<file path="src/rtl/cp0_timer_ctrl.sv">
// CP0 Count/Compare timer: Count increment sequencing, Compare match, and timer interrupt (TI/IP7).
// Optional macro CP0_TIMER_DIV2_EN adds a tick divider so Count advances every 2nd clock.
module cp0_timer_ctrl (
  input  logic        clk,
  input  logic        rst_n,
  input  logic        mtc0_we,
  input  logic        exception,
  input  logic [7:0]  cp0_addr,
  input  logic [31:0] mtc0_data,
  output logic [31:0] count_data,
  output logic [31:0] compare_data,
  output logic        timer_int,
  output logic        ti_pulse
);

  localparam logic [7:0]  ADDR_COUNT    = 8'h48;
  localparam logic [7:0]  ADDR_COMPARE  = 8'h58;
  localparam logic [31:0] COMPARE_RESET = 32'hFFFF_FFFF;

  logic        wr_ok;
  logic        wr_count;
  logic        wr_cmp;
  logic        inc;
  logic        hit;

  logic [31:0] count_q, count_d;
  logic [31:0] compare_q, compare_d;
  logic        ti_q, ti_d;
  logic        pulse_q, pulse_d;

  // A flushed MTC0 never commits.
  assign wr_ok    = mtc0_we & ~exception;
  assign wr_count = wr_ok & (cp0_addr == ADDR_COUNT);
  assign wr_cmp   = wr_ok & (cp0_addr == ADDR_COMPARE);

`ifdef CP0_TIMER_DIV2_EN
  logic tick_q, tick_d;

  // A Count write restarts the phase so the next increment lands two edges later.
  always_comb begin
    tick_d = ~tick_q;
    if (wr_count) begin
      tick_d = 1'b0;
    end
  end

  always_ff @(posedge clk) begin
    if (!rst_n) begin
      tick_q <= 1'b0;
    end else begin
      tick_q <= tick_d;
    end
  end

  assign inc = tick_q;
`else
  assign inc = 1'b1;
`endif

  assign hit = (count_q == compare_q);

  always_comb begin
    count_d = count_q;
    if (wr_count) begin
      count_d = mtc0_data;
    end else if (inc) begin
      count_d = count_q + 32'd1;
    end
  end

  always_comb begin
    compare_d = compare_q;
    if (wr_cmp) begin
      compare_d = mtc0_data;
    end
  end

  // Compare write clears TI even when the old values match; a still-matching
  // new Compare re-raises it on the following edge.
  always_comb begin
    ti_d = ti_q;
    if (wr_cmp) begin
      ti_d = 1'b0;
    end else if (hit) begin
      ti_d = 1'b1;
    end
  end

  assign pulse_d = ti_d & ~ti_q;

  always_ff @(posedge clk) begin
    if (!rst_n) begin
      count_q   <= '0;
      compare_q <= COMPARE_RESET;
      ti_q      <= 1'b0;
      pulse_q   <= 1'b0;
    end else begin
      count_q   <= count_d;
      compare_q <= compare_d;
      ti_q      <= ti_d;
      pulse_q   <= pulse_d;
    end
  end

  assign count_data   = count_q;
  assign compare_data = compare_q;
  assign timer_int    = ti_q;
  assign ti_pulse     = pulse_q;

endmodule
</file>
<file path="config.mk">
export PLATFORM = sky130hd
export DESIGN_NAME = cp0_timer_ctrl
export DESIGN_NICKNAME = d
export VERILOG_FILES = /design/src/rtl/cp0_timer_ctrl.sv
export SDC_FILE = /design/constraint.sdc
export NUM_CORES = 1
export LEC_CHECK = 0
export CAP_MARGIN = 0
export CORE_AREA = 2 2 81 91
export DETAILED_ROUTE_END_ITERATION = 16
export DIE_AREA = 0 0 83 93
export PLACE_DENSITY = 0.9
export SYNTH_ARGS = -nofsm -noshare
export SYNTH_HDL_FRONTEND = slang
export SYNTH_SLANG_ARGS = --single-unit
export TNS_END_PERCENT = 20
</file>
<file path="constraint.sdc">
create_clock -name clk -period 4.1 [get_ports clk]
set_clock_uncertainty 0.05 [all_clocks]
set_input_delay 1.025 -clock clk [delete_from_list [all_inputs] [get_ports clk]]
set_output_delay 1.025 -clock clk [all_outputs]
set_load 0.005 [all_outputs]
</file>
# Yosys cells after proc, flatten, opt, wreduce, memory -nomap -nowiden
# Index checks and enable logic that the tools add are counted.
# totals
register_bits,66
input_bits,44
out_inout_bits,66
wordCells,17
# op_classes
add_sub_neg,1
eq_ne,3
muxes,3
bitwise,6
# op_table
op,n
"adder 32 x 1 -> 32 bit, second input constant",1
== test 32 bit,1
two-way mux 32 bit,1
"== test 8 x 7 -> 1 bit, second input constant",2
bitwise AND 1 bit,4
two-way mux 1 bit,2
inverter 1 bit,2

# Logic depth before layout (Yosys ltp)
# depth
ltp_word,5
ltp_mapped,7

# Worst setup path after synthesis
# No wires, ideal clock.
# synth_path
kind,in2reg
start,input port cp0_addr[5]
end,register compare_q[10] (netlist: compare_data[10])
setup_time_ps,137
arrival_time_ps,2154
required_ps,3913
slack_ps,1760
cell_stages,7
path_buffers,2
cell_sequence,nor4bb_1 nand4_1 or2_2 clkbuf_1 clkbuf_1 nand2_1 nand3_1
# synth_via
elab_chain_cells,2
# synth_lines
item,line_no,text
start: declaration,8,"input logic [7:0] cp0_addr,"
== test 8 x 7 -> 1 bit,34,assign wr_cmp = wr_ok & (cp0_addr == ADDR_COMPARE);
bitwise AND 1 bit,34,
end signal: assignment,99,compare_q <= compare_d;
end: declaration,27,"logic [31:0] compare_q, compare_d;"
# No other way between the ends.
# A chain may end at the register's enable or synchronous reset.

# Worst setup path after layout
# layout_path
start,input port cp0_addr[6]
end,register count_q[13] (netlist: count_data[13])
# layout_via
elab_chain_cells,3
# layout_lines
item,line_no,text
== test 8 x 7 -> 1 bit,33,assign wr_count = wr_ok & (cp0_addr == ADDR_COUNT);
bitwise AND 1 bit,33,
two-way mux 32 bit,64,if (wr_count) begin
end signal: assignment,98,count_q <= count_d;
end: declaration,26,"logic [31:0] count_q, count_d;"
# No other way between the ends.

==> implementation parameters <==
Parameter                              Value

Worst setup path
  Critical path required time    4230 ps
  Critical path origin    cp0_addr[6]
  Nature of the critical path startpoint    primary input
  Cell count of the worst reg-to-reg path    5
  Slack of the worst reg-to-reg path    2120 ps
  Crit Reg-Reg Endpoint    count_data[17]
  Arrival time worst endpoint    3180 ps
  Classification of the worst setup path    in2reg
  Endpoint of the worst setup timing path    count_data[13]
  Maximum fanout encountered on the critical timing path    62
  Worst R2R Start    count_data[2]
  Critical Path End Type    flop

Clock network
  CTS clk-pin slew, worst paths    60 ps
  CTS Root Buffer Type    clkbuf_8
  Total number of clock tree sinks    66
  Max H-tree Level    3
  Number of buffers on the longest clock path    2
  Postcts setup bufs    0
  Source-to-sink clock delay at the later pin of the worst-skew pair    360 ps
  Number of buffers created by CTS    9
  CTS tree    yes
  Number of hold buffers added after CTS    0
  Count of cells resized by post-cts repair    0

Placed design
  Routability Congestion    0.8257
  Setup WS pre-CTS    roughly 700 ps
  Estimated wirelength of the detail-placed design    ~6.7 mm
  Number of I/O port buffers    109

Final layout
  Layout cell share with drive strength beyond 1    6.452%
  Filler instances    ~550
  # diodes    0
  Area delta synth->final    39.37%
  Final-stage net count    536

Route
  Routed wire length    9.371 mm
  Overall via count from detail_route    3206
  Final ANT Viol Nets    0
  Average via count per standard cell    5.518
  DRC violation count after routing    0
  Pre-Repair DR Iteration Count    4
  WL/cell    between 15 and 20 µm
  Number of violations reported at the end of detailed-routing iteration 0    204

Synth
  Dominant register cell in the synthesized netlist    dfxtp_1
  Post-synth top area cell    dfxtp_1
  Yosys top cell area share    approximately two fifths
  Yosys Warn Count    0
  Register area share after synthesis    40.44%
  Number of storage elements in the synthesis netlist    66
  Gate count after technology mapping    393
  Count of cell types in the netlist    36
  Most area-consuming cells after synthesis    dfxtp_1 (40%), xor2_1 (13%), nand2_1 (8.5%)
  Netlist area before placement    3267 µm²
  Syn nets    between 400 and 500
  Synthesized area per cell    8.313 µm²
  Fraction of synthesis flops using an asynchronous set or reset pin    0%
  Number of enable-type register cells in the synthesized netlist    0

STA
  Minimum setup slack in the final design    ~1100 ps
  Measured slew at the worst slew-check pin    between 1000 and 1500 ps
  Shortest clock period the worst path allows after layout    3050 ps
  Achievable frequency    between 0.3 and 0.4 GHz
  # setup viols final    0
  Unrepaired setup endpoints after global routing    false
  Minimum hold slack    420.8 ps
  Worst rel slew slack    27.14%
  Final Hold Fails    0
  Final slew viol count    0
  Period utilization    ~74%
  Setup TNS after final layout    0 ps

Job
  Max capacitance violation total    0

Power
  Leak Pwr    1.710 nW
  Clk pwr share    41.1%
  Largest vdd supply drop    around 150 µV
  Cell Pwr Density    273.0 nW/µm²
  Sw Share    a little under a quarter
  Relative contribution of sequential cells to total power    52.2%
  Reported net switching power    approximately 0.28 mW
  Internal power    roughly 0.96 mW
  Power share of the combinational group    between 6 and 7%

Floorplan
  Die Area    7719 µm²
  Effective utilization at floorplan    47.72%
  Std-Cell Rows    32
  Core Footprint    6847 µm²
  Die X-Extent    83 µm
  Boundary pin count    between 100 and 150
  Height of the die    93 µm

Global routing
  Largest net degree at the start of global routing    63
  Number of antenna violations at the first check in global routing    0
  Global-route track usage on met3    between 4 and 5%
  Global-route usage over all layers    a little under a quarter
  Routing usage on met1    28.63%
  Global Route met2 Usage    39.65%
  Most congested layer reported by global routing    met2
  Wire length of the first global-routing pass    14.67 mm
  Grt total ovfl    0
  Via count of the first global-routing pass    just over 3000

Worst hold path
  Path category of the worst min-delay check    reg2reg

Status
  Result of the run    complete, no violations
[layer usage]
metal | routed length [µm] | vias to the layer above
met3 | 528 | 34
li1 | - | 1544
met1 | 3776 | 1501
met4 | 419 | 0
met5 | 0 | -
met2 | 4647 | 127
[cells in the mapped netlist (2+ instances only)]
| cell | number |
|---|---|
| buf_6 | 2 |
| buf_4 | 2 |
| a21oi_1 | 17 |
| nand2_1 | 74 |
| inv_1 | 3 |
| buf_2 | 7 |
| a211oi_1 | 11 |
| nor3_1 | 2 |
| o21ai_0 | 17 |
| xnor2_1 | 12 |
| and3_1 | 5 |
| nand3_1 | 40 |
| clkbuf_1 | 15 |
| xor2_1 | 50 |
| nor3_2 | 4 |
| dfxtp_1 | 66 |
| a211oi_2 | 2 |
| nor4_1 | 8 |
| and4_1 | 6 |
| nor2_1 | 20 |
| and2_1 | 4 |
| nand4_1 | 12 |
[critical path, cell delays in order]
cell             delay, ps
clkdlybuf4s50_1        440
nor4bb_1               270
nand4_1                180
nand2b_2               740
o21ai_0                440
a21oi_1                 70
[final cells by class]
| cell class | count | area (µm²) | share of cell area, % |
|---|---|---|---|
| Sequential cell | 66 | 1321 | 29.02 |
| Tap cell | 85 | 106.4 | 2.336 |
| Inverter | 3 | 11.26 | 0.2473 |
| Multi-Input combinational cell | 298 | 1810 | 39.76 |
| Clock inverter | 2 | 10.01 | 0.2198 |
| Clock buffer | 14 | 172.7 | 3.792 |
| Timing Repair Buffer | 113 | 1121 | 24.62 |
[stage by stage]
stage	instance area [µm²]	utilization [%]	total power [mW]	cells
finish	4553	66.50	1.243	581
global route	4553	66.50	1.276	581
CTS	4553	66.50	1.247	581
detailed placement	4370	63.83	0.7461	565
global placement	4370	63.83	0.7443	565
floorplan	3267	-	0.6860	393
[cell families (layout without fill, tap and decap cells)]
kind of cell | Yosys count | after routing | synth area share, %
XOR/XNOR | 62 | 62 | 16.62
flip-flops | 66 | 66 | 40.44
AO/OA/AOI/OAI | 49 | 49 | 9.000
adder cells (fa/ha/maj) | 1 | 1 | 0.3829
multiplexers | 1 | 1 | 0.3064
buffers and inverters | 29 | 132 | 4.289
AND/OR/NAND/NOR | 185 | 185 | 28.95
[worst min path at each step]
stage	startpoint	endpoint	slack, ps	depth (start not counted)
CTS	timer_int	ti_pulse	420	1
floorplan	timer_int	ti_pulse	400	1
global placement	timer_int	ti_pulse	400	1
detailed placement	timer_int	ti_pulse	410	1
global route	timer_int	ti_pulse	450	1
finish	timer_int	ti_pulse	420	1
[layout by cell type (no fill, tap or decap), types with 2 or more instances in the layout]
cell             synthesis  layout
clkdlybuf4s50_1          0     109
nand2_1                 74      74
dfxtp_1                 66      66
xor2_1                  50      50
nand3_1                 40      40
nor2_1                  20      19
o21ai_0                 17      17
a21oi_1                 17      17
nand4_1                 12      12
xnor2_1                 12      12
clkbuf_8                 0      12
a211oi_1                11      11
nor4_1                   8       8
and4_1                   6       6
and3_1                   5       5
and2_1                   4       4
nor3_2                   4       4
buf_4                    2       4
inv_1                    3       3
a211oi_2                 2       2
nor3_1                   2       2
clkbuf_1                15       2
clkinv_2                 0       2
[state kept, by name, indices dropped and copies added (netlist names)]
name and flops:
compare_data 32, count_data 32, ti_pulse 1, timer_int 1
[power by group through the flow]
stage / sequential, mW / combinational (mW) / clock [mW]
4_1_cts: 0.649 / 0.0831 / 0.514
5_1_grt: 0.649 / 0.0895 / 0.537
3_3_place_gp: 0.663 / 0.0810 / 0
6_report: 0.649 / 0.0833 / 0.510
3_5_place_dp: 0.664 / 0.0825 / 0
2_1_floorplan: 0.663 / 0.0230 / 0
No activity file was read; power rests on OpenSTA's default activity.
